$ cat src/rtl/matrix_mult_seq_pkg.sv
// Shared types and helpers for the sequential NxN matrix multiplier.
// Build option MATMUL_SAT_EN (see matrix_mult_seq_mac) selects saturating result formatting.
package matrix_mult_seq_pkg;

  typedef enum logic [1:0] {
    StIdle,
    StRun,
    StDone
  } state_e;

  // Accumulator width that can hold a full N-term dot product without overflow.
  function automatic int unsigned acc_w(int unsigned n, int unsigned dw);
    return 2 * dw + $clog2(n);
  endfunction

  // Row-major element index inside a flattened NxN matrix.
  function automatic int unsigned elem_idx(int unsigned r, int unsigned c, int unsigned n);
    return r * n + c;
  endfunction

endpackage

$ cat src/rtl/matrix_mult_seq_if.sv
// Operand/result handshake bundle for matrix_mult_seq.
// The master side supplies operands and consumes results.
interface matrix_mult_seq_if #(
  parameter int unsigned N  = 3,
  parameter int unsigned DW = 16
);
  logic                in_valid;
  logic                in_ready;
  logic [N*N*DW-1:0]   a_flat;
  logic [N*N*DW-1:0]   b_flat;
  logic                out_valid;
  logic                out_ready;
  logic [N*N*DW-1:0]   c_flat;
  logic                busy;

  modport master (
    output in_valid, a_flat, b_flat, out_ready,
    input  in_ready, out_valid, c_flat, busy
  );

  modport slave (
    input  in_valid, a_flat, b_flat, out_ready,
    output in_ready, out_valid, c_flat, busy
  );
endinterface

$ cat src/rtl/matrix_mult_seq_mac.sv
// Combinational multiply-accumulate step with result formatting.
// MATMUL_SAT_EN defined: results saturate to 2^DW-1; otherwise they wrap modulo 2^DW.
module matrix_mult_seq_mac #(
  parameter int unsigned DW    = 16,
  parameter int unsigned ACC_W = 34
) (
  input  logic [DW-1:0]    a,
  input  logic [DW-1:0]    b,
  input  logic [ACC_W-1:0] acc,
  input  logic             last,
  output logic [ACC_W-1:0] next_acc,
  output logic [DW-1:0]    elem
);
  logic [2*DW-1:0]  prod;
  logic [ACC_W-1:0] sum;

  assign prod = a * b;
  assign sum  = acc + ACC_W'(prod);

  // Clear the accumulator once the dot product for this element completes.
  assign next_acc = last ? '0 : sum;

`ifdef MATMUL_SAT_EN
  assign elem = (sum > ACC_W'({DW{1'b1}})) ? {DW{1'b1}} : sum[DW-1:0];
`else
  logic unused_sum_hi;
  assign unused_sum_hi = ^sum[ACC_W-1:DW];
  assign elem = sum[DW-1:0];
`endif

endmodule

$ cat src/rtl/matrix_mult_seq.sv
// Sequential NxN unsigned matrix multiplier C = A x B using a single shared MAC.
// One MAC per cycle over (i, j, k); result valid N^3 edges after operand accept.
// Build option MATMUL_SAT_EN selects saturating element formatting in the MAC.
module matrix_mult_seq
  import matrix_mult_seq_pkg::*;
#(
  parameter int unsigned N     = 3,
  parameter int unsigned DW    = 16,
  parameter int unsigned ACC_W = acc_w(N, DW)
) (
  input logic              clk,
  input logic              rst,
  matrix_mult_seq_if.slave bus
);
  localparam int unsigned TW = N * N * DW;
  localparam int unsigned CW = $clog2(N);
  localparam logic [CW-1:0] CntLast = CW'(N - 1);

  state_e            state_q, state_d;
  logic [TW-1:0]     a_q, a_d, b_q, b_d, c_q, c_d;
  logic [ACC_W-1:0]  acc_q, acc_d;
  logic [CW-1:0]     i_q, i_d, j_q, j_d, k_q, k_d;

  logic              k_last;
  logic [DW-1:0]     mac_a, mac_b, mac_elem;
  logic [ACC_W-1:0]  mac_next_acc;

  assign k_last = (k_q == CntLast);
  assign mac_a  = a_q[elem_idx(32'(i_q), 32'(k_q), N) * DW +: DW];
  assign mac_b  = b_q[elem_idx(32'(k_q), 32'(j_q), N) * DW +: DW];

  matrix_mult_seq_mac #(
    .DW    (DW),
    .ACC_W (ACC_W)
  ) u_mac (
    .a        (mac_a),
    .b        (mac_b),
    .acc      (acc_q),
    .last     (k_last),
    .next_acc (mac_next_acc),
    .elem     (mac_elem)
  );

  // State, operand, result and counter registers with synchronous reset.
  always_ff @(posedge clk) begin
    if (rst) begin
      state_q <= StIdle;
      a_q     <= '0;
      b_q     <= '0;
      c_q     <= '0;
      acc_q   <= '0;
      i_q     <= '0;
      j_q     <= '0;
      k_q     <= '0;
    end else begin
      state_q <= state_d;
      a_q     <= a_d;
      b_q     <= b_d;
      c_q     <= c_d;
      acc_q   <= acc_d;
      i_q     <= i_d;
      j_q     <= j_d;
      k_q     <= k_d;
    end
  end

  // Next-state: capture on accept, step k then j then i during RUN, hold result in DONE.
  always_comb begin
    state_d = state_q;
    a_d     = a_q;
    b_d     = b_q;
    c_d     = c_q;
    acc_d   = acc_q;
    i_d     = i_q;
    j_d     = j_q;
    k_d     = k_q;
    unique case (state_q)
      StIdle: begin
        if (bus.in_valid) begin
          a_d     = bus.a_flat;
          b_d     = bus.b_flat;
          acc_d   = '0;
          i_d     = '0;
          j_d     = '0;
          k_d     = '0;
          state_d = StRun;
        end
      end
      StRun: begin
        acc_d = mac_next_acc;
        if (k_last) begin
          c_d[elem_idx(32'(i_q), 32'(j_q), N) * DW +: DW] = mac_elem;
          k_d = '0;
          if (j_q == CntLast) begin
            j_d = '0;
            if (i_q == CntLast) begin
              i_d     = '0;
              state_d = StDone;
            end else begin
              i_d = i_q + 1'b1;
            end
          end else begin
            j_d = j_q + 1'b1;
          end
        end else begin
          k_d = k_q + 1'b1;
        end
      end
      StDone: begin
        if (bus.out_ready) state_d = StIdle;
      end
      default: state_d = StIdle;
    endcase
  end

  assign bus.in_ready  = (state_q == StIdle);
  assign bus.busy      = (state_q == StRun);
  assign bus.out_valid = (state_q == StDone);
  assign bus.c_flat    = c_q;

endmodule

$ cat src/flat_wrapper.sv
// flat-port wrapper written by rule: the top's interface ports become plain ports
module matrix_mult_seq_flat import matrix_mult_seq_pkg::*;
#(
  parameter int unsigned N     = 3,
  parameter int unsigned DW    = 16,
  parameter int unsigned ACC_W = acc_w(N, DW)
)
  (clk, rst, bus_in_valid, bus_a_flat, bus_b_flat, bus_out_ready, bus_in_ready, bus_out_valid, bus_c_flat, bus_busy);
  matrix_mult_seq_if #(.N(N), .DW(DW)) bus_i ();
  input logic clk;
  input logic rst;
  input wire logic [$bits(bus_i.in_valid)-1:0] bus_in_valid;
  input wire logic [$bits(bus_i.a_flat)-1:0] bus_a_flat;
  input wire logic [$bits(bus_i.b_flat)-1:0] bus_b_flat;
  input wire logic [$bits(bus_i.out_ready)-1:0] bus_out_ready;
  output wire logic [$bits(bus_i.in_ready)-1:0] bus_in_ready;
  output wire logic [$bits(bus_i.out_valid)-1:0] bus_out_valid;
  output wire logic [$bits(bus_i.c_flat)-1:0] bus_c_flat;
  output wire logic [$bits(bus_i.busy)-1:0] bus_busy;
  assign bus_i.in_valid = bus_in_valid;
  assign bus_i.a_flat = bus_a_flat;
  assign bus_i.b_flat = bus_b_flat;
  assign bus_i.out_ready = bus_out_ready;
  assign bus_in_ready = bus_i.in_ready;
  assign bus_out_valid = bus_i.out_valid;
  assign bus_c_flat = bus_i.c_flat;
  assign bus_busy = bus_i.busy;
  matrix_mult_seq #(.N(N), .DW(DW), .ACC_W(ACC_W)) u_core (.clk(clk), .rst(rst), .bus(bus_i));
endmodule
$ cat config.mk
export PLATFORM = sky130hd
export DESIGN_NAME = matrix_mult_seq_flat
export DESIGN_NICKNAME = d
export VERILOG_FILES = /design/src/rtl/matrix_mult_seq_pkg.sv /design/src/rtl/matrix_mult_seq_if.sv /design/src/rtl/matrix_mult_seq_mac.sv /design/src/rtl/matrix_mult_seq.sv /design/src/flat_wrapper.sv
export SDC_FILE = /design/constraint.sdc
export NUM_CORES = 1
export LEC_CHECK = 0
export ABC_AREA = 1
export ABC_CLOCK_PERIOD_IN_PS = 12900
export CORE_MARGIN = 8
export CORE_UTILIZATION = 35
export CTS_BUF_LIST = sky130_fd_sc_hd__clkbuf_8
export CTS_CLUSTER_SIZE = 30
export DETAILED_ROUTE_END_ITERATION = 12
export PLACE_DENSITY = 0.65
export SYNTH_ARGS = -nofsm -noshare
export SYNTH_HDL_FRONTEND = slang
export SYNTH_SLANG_ARGS = --single-unit
$ cat constraint.sdc
create_clock -name clk -period 12.9 [get_ports clk]
set_input_delay 2.58 -clock clk [delete_from_list [all_inputs] [get_ports clk]]
set_output_delay 2.58 -clock clk [all_outputs]
set_load 0.005 [all_outputs]
After elaboration in Yosys (flattened, before gate mapping). Cells that the tools add are included.

Register bits: 474. Input port bits: 292. Output and inout port bits: 147. Logic and storage cells: 61.

Add/sub/neg operators: 8. Multipliers: 3. Equality and inequality tests: 10. Shift-type cells: 4. Mux-type cells: 20. Reductions and logical operators: 8.

Operators by type and width (number): $shiftx 144x33->16 (2); $bwmux 144 (1); $shift 16x34->144 const A (1); $shiftx 16x34->144 (1); $mux 34 (2); $pmux 34 s2 (1); $add 34x32->34 (1); $neg 32->34 (1); $mul 16x16->32 (1); $mux 2 (12); $add 4x2->5 (3); $pmux 2 s2 (3); $eq 2x2->1 const B (4); $mul 2x2->4 const B (2); $add 2x1->2 const B (3); $ne 2x1->1 const B (3); $pmux 2 s3 (1); $reduce_and 2->1 (3); $reduce_and 5->1 (1); $ne 2x2->1 const B (2); $reduce_and 4->1 (1); $reduce_and 3->1 (1); $eq 2x1->1 const B (1); $logic_not 2->1 (1); $reduce_bool 2->1 (1).

Logic depth before layout (Yosys ltp). Gate-level depths: netlist (run 1).

Depth in word-level cells: 7. Depth in mapped cells: 44. Depth with buffers taken out: 42.

Hierarchy. A second synthesis (run 1) with hierarchy kept.

Cells, all modules: 4597. Area total of the unflattened synthesis: 31512.7 um2.

Modules (own cells, without submodules): matrix_mult_seq (times used 1, cells each 3015, area an instance 20731.1 um2); matrix_mult_seq_mac (times used 1, cells each 1582, area an instance 10781.6 um2).

Worst setup path after synthesis (run 1). No wires, ideal clock.

Kind: register -> register. Start point: register u_core.k_q[1]. End point: register u_core.c_q[15], in the netlist u_core.bus.c_flat[15]. Setup time: 0.109 ns. Arrival: 7.374 ns. Data required time: 12.791 ns. Setup slack: 5.417 ns. Stages on the path, launching flop included: 39. Buffers on the path: 3. Cells stage by stage: dfxtp_1 > fa_1 > ha_1 > fa_1 > buf_4 > inv_4 > nand3_1 > inv_2 > buf_4 > nand2_1 > nand2_1 > nand2_1 > clkbuf_1 > nor2_1 > fa_1 > inv_1 > fa_1 > fa_1 > [... 3 more ...] > inv_1 > fa_1 > inv_1 > ha_1 > nand4_1 > o21a_1 > or2_2 > nand2_1 > a21oi_1 > or2_2 > nand2_1 > a21oi_1 > inv_1 > nand2_2 > nand2_1 > nand2_1 > nand2_1 > inv_1.

Longest elaborated chain between the ends: 7. Elaborated cells on any way between the ends: 11.

Ends and longest elaborated chain: from (decl) (line matrix_mult_seq.sv:22) `logic [CW-1:0] i_q, i_d, j_q, j_d, k_q, k_d;`; from (signal assigned) (line matrix_mult_seq.sv:63) `k_q <= k_d;`; $mul 2x2->4 (line matrix_mult_seq_pkg.sv:18) `return r * n + c;`; $add 4x2->5 (line matrix_mult_seq_pkg.sv:18); $shiftx 144x33->16 (line matrix_mult_seq.sv:30) `assign mac_b = b_q[elem_idx(32'(k_q), 32'(j_q), N) * DW +: DW];`; $mul 16x16->32 (line matrix_mult_seq_mac.sv:17) `assign prod = a * b;`; $add 34x32->34 (line matrix_mult_seq_mac.sv:18) `assign sum = acc + ACC_W'(prod);`; $shiftx 16x34->144 (line matrix_mult_seq.sv:92) `c_d[elem_idx(32'(i_q), 32'(j_q), N) * DW +: DW] = mac_elem;`; $bwmux 144 (line matrix_mult_seq.sv:92); to (signal assigned) (line matrix_mult_seq.sv:50) `c_q <= '0;`; to (signal assigned) (line matrix_mult_seq.sv:59) `c_q <= c_d;`; to (decl) (line matrix_mult_seq.sv:20) `logic [TW-1:0] a_q, a_d, b_q, b_d, c_q, c_d;`.

Several ways; a longest one is shown, not always the timed one. A chain may end at the register's enable or synchronous reset.

Worst setup path in the final report (run 1).
Start point: register u_core.k_q[1]. End point: register u_core.c_q[79], in the netlist u_core.bus.c_flat[79].

Same word-level chain as after synthesis.

==> flow_summary.html, run 1 <==
<table>
<tr><th>Metric</th><th>Value</th></tr>
<tr><th colspan="2">Outcome</th></tr>
<tr><td>Result of the run</td><td>complete, no violations</td></tr>
<tr><th colspan="2">Clocking</th></tr>
<tr><td>H-tree depth</td><td>3</td></tr>
<tr><td>Clock root buffer</td><td>sky130_fd_sc_hd__clkbuf_8</td></tr>
<tr><td>Clock buffer count from CTS</td><td>between 80 and 90</td></tr>
<tr><td>Clk buf depth</td><td>3</td></tr>
<tr><td>Clock latency reported for the late side of the worst-skew pair</td><td>0.69 ns</td></tr>
<tr><td>Number of post-CTS setup repair buffers</td><td>0</td></tr>
<tr><td>Clock Pin Slew Worst Setup and Hold Paths</td><td>0.06 ns</td></tr>
<tr><td>CTS sink cnt</td><td>456</td></tr>
<tr><td>Hold Buf Count CTS</td><td>0</td></tr>
<tr><td>Number of resized instances in the post-cts repair step</td><td>0</td></tr>
<tr><td>CTS tree</td><td>done</td></tr>
<tr><th colspan="2">Worst setup path</th></tr>
<tr><td>Kind of start point of the critical path</td><td>register</td></tr>
<tr><td>Number of cell instances on the worst register-to-register path</td><td>35</td></tr>
<tr><td>Most frequent cell on the critical path</td><td>sky130_fd_sc_hd__nand2_1</td></tr>
<tr><td>Worst-path maximum fanout</td><td>34</td></tr>
<tr><td>Worst setup EP type</td><td>register</td></tr>
<tr><td>Required time of the critical path</td><td>13.51 ns</td></tr>
<tr><td>Slowest library cell on the worst path</td><td>sky130_fd_sc_hd__inv_2</td></tr>
<tr><td>Critical setup path kind</td><td>reg -&gt; reg</td></tr>
<tr><td>Data arrival time of the critical path</td><td>around 9 ns</td></tr>
<tr><td>Max incr delay on CP</td><td>0.63 ns</td></tr>
<tr><th colspan="2">Logic synthesis</th></tr>
<tr><td>Post-synthesis instance area</td><td>23900 um^2</td></tr>
<tr><td>Most instantiated flip-flop cell in the synthesis netlist</td><td>sky130_fd_sc_hd__dfxtp_1</td></tr>
<tr><td>Total nets after synthesis</td><td>3809</td></tr>
<tr><td>Number of cells produced by synthesis</td><td>3351</td></tr>
<tr><td>Count of cell types in the netlist</td><td>47</td></tr>
<tr><td>Sequential fraction of the synthesis area</td><td>between 30% and 40%</td></tr>
<tr><td>Share of flip-flops with an asynchronous set or reset after synthesis</td><td>0%</td></tr>
<tr><td>Number of warnings printed during yosys synthesis</td><td>0</td></tr>
<tr><td>Average size of a mapped cell</td><td>7.13 um^2</td></tr>
<tr><td>EDFF count, synth</td><td>0</td></tr>
<tr><td>Number of flip-flops and latches in the synthesized netlist</td><td>456</td></tr>
<tr><th colspan="2">Finish</th></tr>
<tr><td>Number of inserted filler cells in the final layout</td><td>6838</td></tr>
<tr><td>Net count, final</td><td>4147</td></tr>
<tr><td>Fraction of final layout cells sized beyond drive strength 1</td><td>5.71%</td></tr>
<tr><td>Growth of design area from synthesis to finish</td><td>26.7%</td></tr>
<tr><th colspan="2">STA</th></tr>
<tr><td>Number of endpoints with negative hold slack in the final report</td><td>0</td></tr>
<tr><td>Setup skew after layout</td><td>0.0536 ns</td></tr>
<tr><td>RSZ-0062 raised after global routing</td><td>false</td></tr>
<tr><td>Share of the cycle needed by the critical path after routing</td><td>65.3%</td></tr>
<tr><td>Achievable clock frequency</td><td>0.119 GHz</td></tr>
<tr><td>Actual slew at the worst max-slew pin</td><td>1.18 ns</td></tr>
<tr><td>Final setup vio count</td><td>0</td></tr>
<tr><td>Total Neg Setup Slack</td><td>0 ns</td></tr>
<tr><td>Headroom to the max-slew limit</td><td>21.3%</td></tr>
<tr><td>Max-slew violation count</td><td>0</td></tr>
<tr><td>Shortest period the worst path allows</td><td>about 8.4 ns</td></tr>
<tr><th colspan="2">Floorplanning</th></tr>
<tr><td>Die area</td><td>76800 um^2</td></tr>
<tr><td>Initial cell density of the core</td><td>a little over a third</td></tr>
<tr><td>Die Ht</td><td>277 um</td></tr>
<tr><td>Die Wd</td><td>277 um</td></tr>
<tr><td>Floorplan core area</td><td>between 60000 and 70000 um^2</td></tr>
<tr><td>Placement row count</td><td>95</td></tr>
<tr><td>I/O pin total</td><td>roughly 440</td></tr>
<tr><th colspan="2">Route</th></tr>
<tr><td>Sum of routed wire length over all layers</td><td>around 86000 um</td></tr>
<tr><td>Wirelength per Cell</td><td>~19 um</td></tr>
<tr><td>Via-per-instance ratio</td><td>4.99</td></tr>
<tr><td>Antenna Violating Nets Remaining</td><td>0</td></tr>
<tr><td>Drt drc</td><td>0</td></tr>
<tr><td>Pre-Repair DR Iteration Count</td><td>6</td></tr>
<tr><td>Number of DRC violations after detailed-routing iteration 0</td><td>~2k</td></tr>
<tr><td>Total number of vias</td><td>23.1k</td></tr>
<tr><th colspan="2">Min path</th></tr>
<tr><td>Worst min-delay path category</td><td>reg -&gt; reg</td></tr>
<tr><td>Depth of the worst hold-timing path</td><td>2</td></tr>
<tr><th colspan="2">Global routing</th></tr>
<tr><td>Aggregate global routing overflow</td><td>0</td></tr>
<tr><td>Global-route wire length before repair</td><td>133000 um</td></tr>
<tr><td>Overall routing resource usage</td><td>21.7%</td></tr>
<tr><td>Pin count of the biggest net entering global routing</td><td>260</td></tr>
<tr><td>Number of antenna violations at the first check in global routing</td><td>12</td></tr>
<tr><td>Vias in the first global route</td><td>22.7k</td></tr>
<tr><th colspan="2">Placed design</th></tr>
<tr><td>Count of port buffers added during placement</td><td>approximately 440</td></tr>
<tr><td>Estimated wirelength of the detail-placed design</td><td>62100 um</td></tr>
<tr><td>Routability cong.</td><td>0.909</td></tr>
<tr><th colspan="2">Flow run</th></tr>
<tr><td>Number of violations of the max-capacitance limit</td><td>0</td></tr>
</table>
==> registers in the layout, indices dropped and copies added, names as in the netlist <==
signal             cells
u_core.j_q             2
u_core.b_q           144
u_core.bus.c_flat    144
u_core.a_q           144
u_core.acc_q          16
u_core.i_q             2
u_core.k_q             2
u_core.state_q         2
==> layer usage <==
metal  track usage, %  vias up  wire, um
met5                0        -        38
met4             8.37        6      2680
met3             3.83      137      5000
met2             36.7      719     41700
met1             27.4    10871     36600
li1                 -    11361         -
==> worst max-delay path, delay by kind of cell (launching register included) <==
| kind | cells | cell delay, ns |
|---|---|---|
| AOI/OAI and AO/OA | 5 | 0.85 |
| buffers and inverters | 8 | 1.45 |
| adders and majority gates | 9 | 3.86 |
| DFF | 1 | 0.48 |
| and+or+nand+nor | 13 | 1.66 |
==> placed cells by master (no fill, tap or decap), types with 3 or more instances in the layout <==
cell type,n
sky130_fd_sc_hd__nand3_2,9
sky130_fd_sc_hd__clkinv_2,11
sky130_fd_sc_hd__dfxtp_1,456
sky130_fd_sc_hd__inv_8,4
sky130_fd_sc_hd__o21bai_2,3
sky130_fd_sc_hd__clkbuf_8,100
sky130_fd_sc_hd__o21ai_1,4
sky130_fd_sc_hd__o211ai_1,3
sky130_fd_sc_hd__xnor2_1,5
sky130_fd_sc_hd__nor2_1,722
sky130_fd_sc_hd__nor3_1,7
sky130_fd_sc_hd__clkdlybuf4s50_1,437
sky130_fd_sc_hd__nand2_2,17
sky130_fd_sc_hd__fa_1,98
sky130_fd_sc_hd__a21oi_1,176
sky130_fd_sc_hd__inv_1,303
sky130_fd_sc_hd__or2_2,6
sky130_fd_sc_hd__o211a_1,3
sky130_fd_sc_hd__nand4_1,7
sky130_fd_sc_hd__a22oi_1,5
sky130_fd_sc_hd__ha_1,66
sky130_fd_sc_hd__nand2_1,553
sky130_fd_sc_hd__inv_4,3
sky130_fd_sc_hd__o21a_1,3
sky130_fd_sc_hd__nor2_2,7
sky130_fd_sc_hd__xor2_1,5
sky130_fd_sc_hd__a211oi_1,18
sky130_fd_sc_hd__o21ai_0,424
sky130_fd_sc_hd__inv_2,12
sky130_fd_sc_hd__nand3_1,225
sky130_fd_sc_hd__buf_4,21
sky130_fd_sc_hd__nor2_4,4
sky130_fd_sc_hd__diode_2,9
==> final timing paths <==
check	startpoint	endpoint	slack, ns
hold / removal	u_core.a_q[42]$_SDFFE_PP0P_	u_core.a_q[42]$_SDFFE_PP0P_	0.46
setup reg to reg	u_core.k_q[1]$_SDFFE_PP0P_	u_core.bus.c_flat[79]$_SDFFE_PP0P_	4.48
setup / recovery	u_core.k_q[1]$_SDFFE_PP0P_	u_core.bus.c_flat[79]$_SDFFE_PP0P_	4.48
hold reg to reg	u_core.a_q[42]$_SDFFE_PP0P_	u_core.a_q[42]$_SDFFE_PP0P_	0.46
==> through the flow <==
step	worst slack (ns)	utilization, %	hold WS (ns)	cells	area [um^2]
floorplan	5.42	-	0.429	3351	23900
CTS	4.53	44.9	0.459	4618	30200
detailed placement	4.54	42.5	0.451	4479	28600
global placement	4.69	42.5	0.443	4479	28600
global route	3.88	44.9	0.481	4626	30300
finish	4.48	44.9	0.458	4627	30300
==> kinds of logic (layout without fill, tap and decap cells) <==
kind of cell | after synthesis | in the layout | synth area share, %
AOI/OAI and AO/OA | 648 | 648 | 14.1
xor gates and xnor gates | 10 | 10 | 0.367
adders and majority gates | 166 | 166 | 11.8
buffers and inverters | 504 | 898 | 8.65
DFF | 456 | 456 | 38.2
other | 0 | 9 | 0
and+or+nand+nor | 1567 | 1567 | 26.9
==> layout make-up <==
| class | instances | area (um^2) | area share (%) |
|---|---|---|---|
| tap | 873 | 1090 | 3.61 |
| antenna | 9 | 22.5 | 0.0744 |
| sequential | 456 | 9130 | 30.2 |
| clock buffer | 100 | 1380 | 4.55 |
| clock inverter | 39 | 231 | 0.765 |
| multi-input combinational | 2391 | 12700 | 42.0 |
| inverter | 299 | 1140 | 3.78 |
| timing repair buffer | 460 | 4560 | 15.1 |
==> cells in the mapped netlist, drive strengths merged, types with 4 or more instances <==
cell type	instances	area share, %
a211oi	18	0.57
clkbuf	151	2.4
o21bai	4	0.17
nor3	9	0.24
a21oi	178	3.8
nor2	733	12
xnor2	5	0.18
buf	54	1.5
or2	7	0.18
xor2	5	0.18
fa	98	8.2
nand4	7	0.18
inv	297	4.7
dfxtp	456	38
ha	68	3.6
nand2	572	9.2
o21ai	429	9.0
nand3	236	5.2
a22oi	5	0.16
Power of run 1 is not shown: default switching activity piles up to over one toggle a cycle in this logic, so the estimate is an artifact.
==> inputs of run 2 (changes only) <==
ABC_CLOCK_PERIOD_IN_PS = 7800   (was 12900)
clock period = 7.8 ns   (was 12.9 ns; I/O delays follow)
==> flow_summary.html, run 2 (synthesis results as in run 1) <==
<table>
<tr><th>Metric</th><th>Value</th></tr>
<tr><th colspan="2">Outcome</th></tr>
<tr><td>Result of the run</td><td>complete, no violations</td></tr>
<tr><th colspan="2">STA</th></tr>
<tr><td>Share of the cycle needed by the critical path after routing</td><td>96.7% (+31 points)</td></tr>
<tr><td>Max-slew violation count</td><td>0 (unchanged)</td></tr>
<tr><td>Headroom to the max-slew limit</td><td>15.0% (-6.3 points)</td></tr>
<tr><td>Setup skew after layout</td><td>0.0486 ns (-0.00507 ns)</td></tr>
<tr><td>Final setup vio count</td><td>0 (unchanged)</td></tr>
<tr><td>Actual slew at the worst max-slew pin</td><td>1.27 ns (+0.0944 ns)</td></tr>
<tr><td>Number of endpoints with negative hold slack in the final report</td><td>0 (unchanged)</td></tr>
<tr><td>Achievable clock frequency</td><td>0.133 GHz (+12%)</td></tr>
<tr><td>Shortest period the worst path allows</td><td>7.55 ns (-0.876 ns)</td></tr>
<tr><td>Total Neg Setup Slack</td><td>0 ns (unchanged)</td></tr>
<tr><th colspan="2">Placed design</th></tr>
<tr><td>Routability cong.</td><td>0.942 (+3.6%)</td></tr>
<tr><td>Count of port buffers added during placement</td><td>438 (unchanged)</td></tr>
<tr><td>Estimated wirelength of the detail-placed design</td><td>64600 um (+4.1%)</td></tr>
<tr><th colspan="2">Global routing</th></tr>
<tr><td>Aggregate global routing overflow</td><td>0 (unchanged)</td></tr>
<tr><td>Vias in the first global route</td><td>23.1k (+1.4%)</td></tr>
<tr><td>Overall routing resource usage</td><td>21.9% (+0.20 points)</td></tr>
<tr><td>Pin count of the biggest net entering global routing</td><td>285 (+9.6%)</td></tr>
<tr><td>Number of antenna violations at the first check in global routing</td><td>8 (-4)</td></tr>
<tr><td>Global-route wire length before repair</td><td>134000 um (+0.90%)</td></tr>
<tr><th colspan="2">Floorplanning</th></tr>
<tr><td>Die area</td><td>76800 um^2 (unchanged)</td></tr>
<tr><td>Die Wd</td><td>277 um (unchanged)</td></tr>
<tr><td>Initial cell density of the core</td><td>35.4% (unchanged)</td></tr>
<tr><td>Floorplan core area</td><td>67400 um^2 (unchanged)</td></tr>
<tr><td>I/O pin total</td><td>439 (unchanged)</td></tr>
<tr><td>Placement row count</td><td>95 (unchanged)</td></tr>
<tr><td>Die Ht</td><td>277 um (unchanged)</td></tr>
<tr><th colspan="2">Clocking</th></tr>
<tr><td>CTS sink cnt</td><td>456 (unchanged)</td></tr>
<tr><td>CTS tree</td><td>done</td></tr>
<tr><td>Clock latency reported for the late side of the worst-skew pair</td><td>0.69 ns (about the same)</td></tr>
<tr><td>H-tree depth</td><td>3 (unchanged)</td></tr>
<tr><td>Clock Pin Slew Worst Setup and Hold Paths</td><td>0.06 ns (about the same)</td></tr>
<tr><td>Clock buffer count from CTS</td><td>81 (unchanged)</td></tr>
<tr><td>Clock root buffer</td><td>sky130_fd_sc_hd__clkbuf_8</td></tr>
<tr><td>Clk buf depth</td><td>3 (unchanged)</td></tr>
<tr><th colspan="2">Route</th></tr>
<tr><td>Wirelength per Cell</td><td>18.7 um (+0.53%)</td></tr>
<tr><td>Number of DRC violations after detailed-routing iteration 0</td><td>2284 (+15%)</td></tr>
<tr><td>Via-per-instance ratio</td><td>5.03 (+0.71%)</td></tr>
<tr><td>Total number of vias</td><td>23.6k (+2.4%)</td></tr>
<tr><td>Pre-Repair DR Iteration Count</td><td>5 (-1)</td></tr>
<tr><td>Sum of routed wire length over all layers</td><td>87900 um (+2.2%)</td></tr>
<tr><td>Antenna Violating Nets Remaining</td><td>0 (unchanged)</td></tr>
<tr><td>Drt drc</td><td>0 (unchanged)</td></tr>
<tr><th colspan="2">Finish</th></tr>
<tr><td>Number of inserted filler cells in the final layout</td><td>6717 (-1.8%)</td></tr>
<tr><td>Net count, final</td><td>4221 (+1.8%)</td></tr>
<tr><td>Footprint of the multi-input gates</td><td>13000 um^2 (+2.3%)</td></tr>
<tr><td>Fraction of final layout cells sized beyond drive strength 1</td><td>9.18% (+3.5 points)</td></tr>
<tr><td>Growth of design area from synthesis to finish</td><td>32.0%</td></tr>
<tr><td>Commonest non-fill, non-tap cells in the layout</td><td>sky130_fd_sc_hd__nor2_1 (713), sky130_fd_sc_hd__nand2_1 (546), sky130_fd_sc_hd__dfxtp_1 (454), sky130_fd_sc_hd__clkdlybuf4s50_1 (437), sky130_fd_sc_hd__o21ai_0 (422)</td></tr>
<tr><td>Sequential cell area</td><td>9130 um^2 (about the same)</td></tr>
<tr><td>Commonest non-fill, non-tap cell in the layout</td><td>sky130_fd_sc_hd__nor2_1</td></tr>
<tr><th colspan="2">Worst setup path</th></tr>
<tr><td>Worst-path maximum fanout</td><td>6 (-82%)</td></tr>
<tr><td>Kind of start point of the critical path</td><td>register</td></tr>
<tr><td>Critical setup path kind</td><td>reg -&gt; reg</td></tr>
<tr><td>Setup slack, reg-to-reg</td><td>0.25 ns (-4.22 ns)</td></tr>
<tr><td>Max incr delay on CP</td><td>0.71 ns (+0.08 ns)</td></tr>
<tr><td>Most frequent cell on the critical path</td><td>sky130_fd_sc_hd__fa_1</td></tr>
<tr><td>Slowest library cell on the worst path</td><td>sky130_fd_sc_hd__fa_2</td></tr>
<tr><td>Data arrival time of the critical path</td><td>8.12 ns (-0.91 ns)</td></tr>
<tr><td>Required time of the critical path</td><td>8.38 ns (-5.13 ns)</td></tr>
<tr><td>Worst setup EP type</td><td>register</td></tr>
<tr><th colspan="2">Flow run</th></tr>
<tr><td>Number of violations of the max-capacitance limit</td><td>0 (unchanged)</td></tr>
<tr><th colspan="2">Min path</th></tr>
<tr><td>Worst min-delay path category</td><td>reg -&gt; reg</td></tr>
</table>
[run 2: changes by cell type in the layout (fill, tap and decap cells not counted), moves of 8 or more]
cell / before / now
sky130_fd_sc_hd__nor2_1: 722 / 713
sky130_fd_sc_hd__a21oi_2: 2 / 13
sky130_fd_sc_hd__bufinv_16: 1 / 9
sky130_fd_sc_hd__buf_12: 1 / 9
sky130_fd_sc_hd__nor2_2: 7 / 15
sky130_fd_sc_hd__buf_4: 21 / 77
sky130_fd_sc_hd__a21oi_1: 176 / 164
sky130_fd_sc_hd__inv_1: 303 / 290
sky130_fd_sc_hd__clkbuf_8: 100 / 108
[run 2: final timing paths]
check                                           from                            endpoint  depth (start not counted)
hold / removal    u_core.bus.c_flat[24]$_SDFFE_PP0P_  u_core.bus.c_flat[24]$_SDFFE_PP0P_                          2
hold reg to reg   u_core.bus.c_flat[24]$_SDFFE_PP0P_  u_core.bus.c_flat[24]$_SDFFE_PP0P_                          2
setup reg to reg          u_core.j_q[1]$_SDFFE_PP0P_  u_core.bus.c_flat[63]$_SDFFE_PP0P_                         31
setup / recovery          u_core.j_q[1]$_SDFFE_PP0P_  u_core.bus.c_flat[63]$_SDFFE_PP0P_                         31
[run 2: per-layer routing]
layer | vias to the layer above | global-route usage, % | routed length [um]
li1 | 11531 | - | -
met1 | 11167 | 27.3 | 36900
met2 | 787 | 37.6 | 42900
met3 | 151 | 4.00 | 5400
met4 | 4 | 7.88 | 2610
met5 | - | 0 | 26
[run 2: worst max-delay path, delay by kind of cell, from the launching register on]
family / cells / cell delay [ns]
AND/OR/NAND/NOR: 10 / 1.33
AO/OA/AOI/OAI: 3 / 0.30
adder cells (fa/ha/maj): 10 / 4.84
flip-flops: 1 / 0.33
buffers and inverters: 8 / 0.65
[run 2: cell type report]
cell class                      instances  share of cell area (%)
Sequential cell                       456                    29.0
Timing Repair inverter                  2                  0.0516
Multi-Input combinational cell       2392                    41.2
Inverter                              299                    3.68
Antenna cell                            6                  0.0476
Clock buffer                          108                    4.71
Tap cell                              873                    3.46
Clock inverter                         36                    1.29
Timing Repair Buffer                  531                    16.6
[run 2: repair_timing]
| action | 4_1_cts | 5_1_grt |
|---|---|---|
| buffers inserted | 0 | 32 |
| hold buffers | 0 | 0 |
| gates resized for setup | 0 | 85 |
| endpoints found under the setup margin | 0 | 39 |
[run 2: through the flow]
| step | setup WS (ns) | instance area (um^2) | utilization (%) | hold slack [ns] | std cells |
|---|---|---|---|---|---|
| 2_1_floorplan | 0.317 | 23900 | - | 0.429 | 3351 |
| 3_3_place_gp | 0.183 | 29000 | 43.0 | 0.448 | 4517 |
| 3_5_place_dp | 0.124 | 29000 | 43.0 | 0.450 | 4517 |
| 4_1_cts | 0.0556 | 30900 | 45.8 | 0.459 | 4661 |
| 5_1_grt | -0.0552 | 31500 | 46.8 | 0.476 | 4703 |
| 6_report | 0.254 | 31500 | 46.8 | 0.459 | 4703 |
Power of run 2 is left out for the same reason.
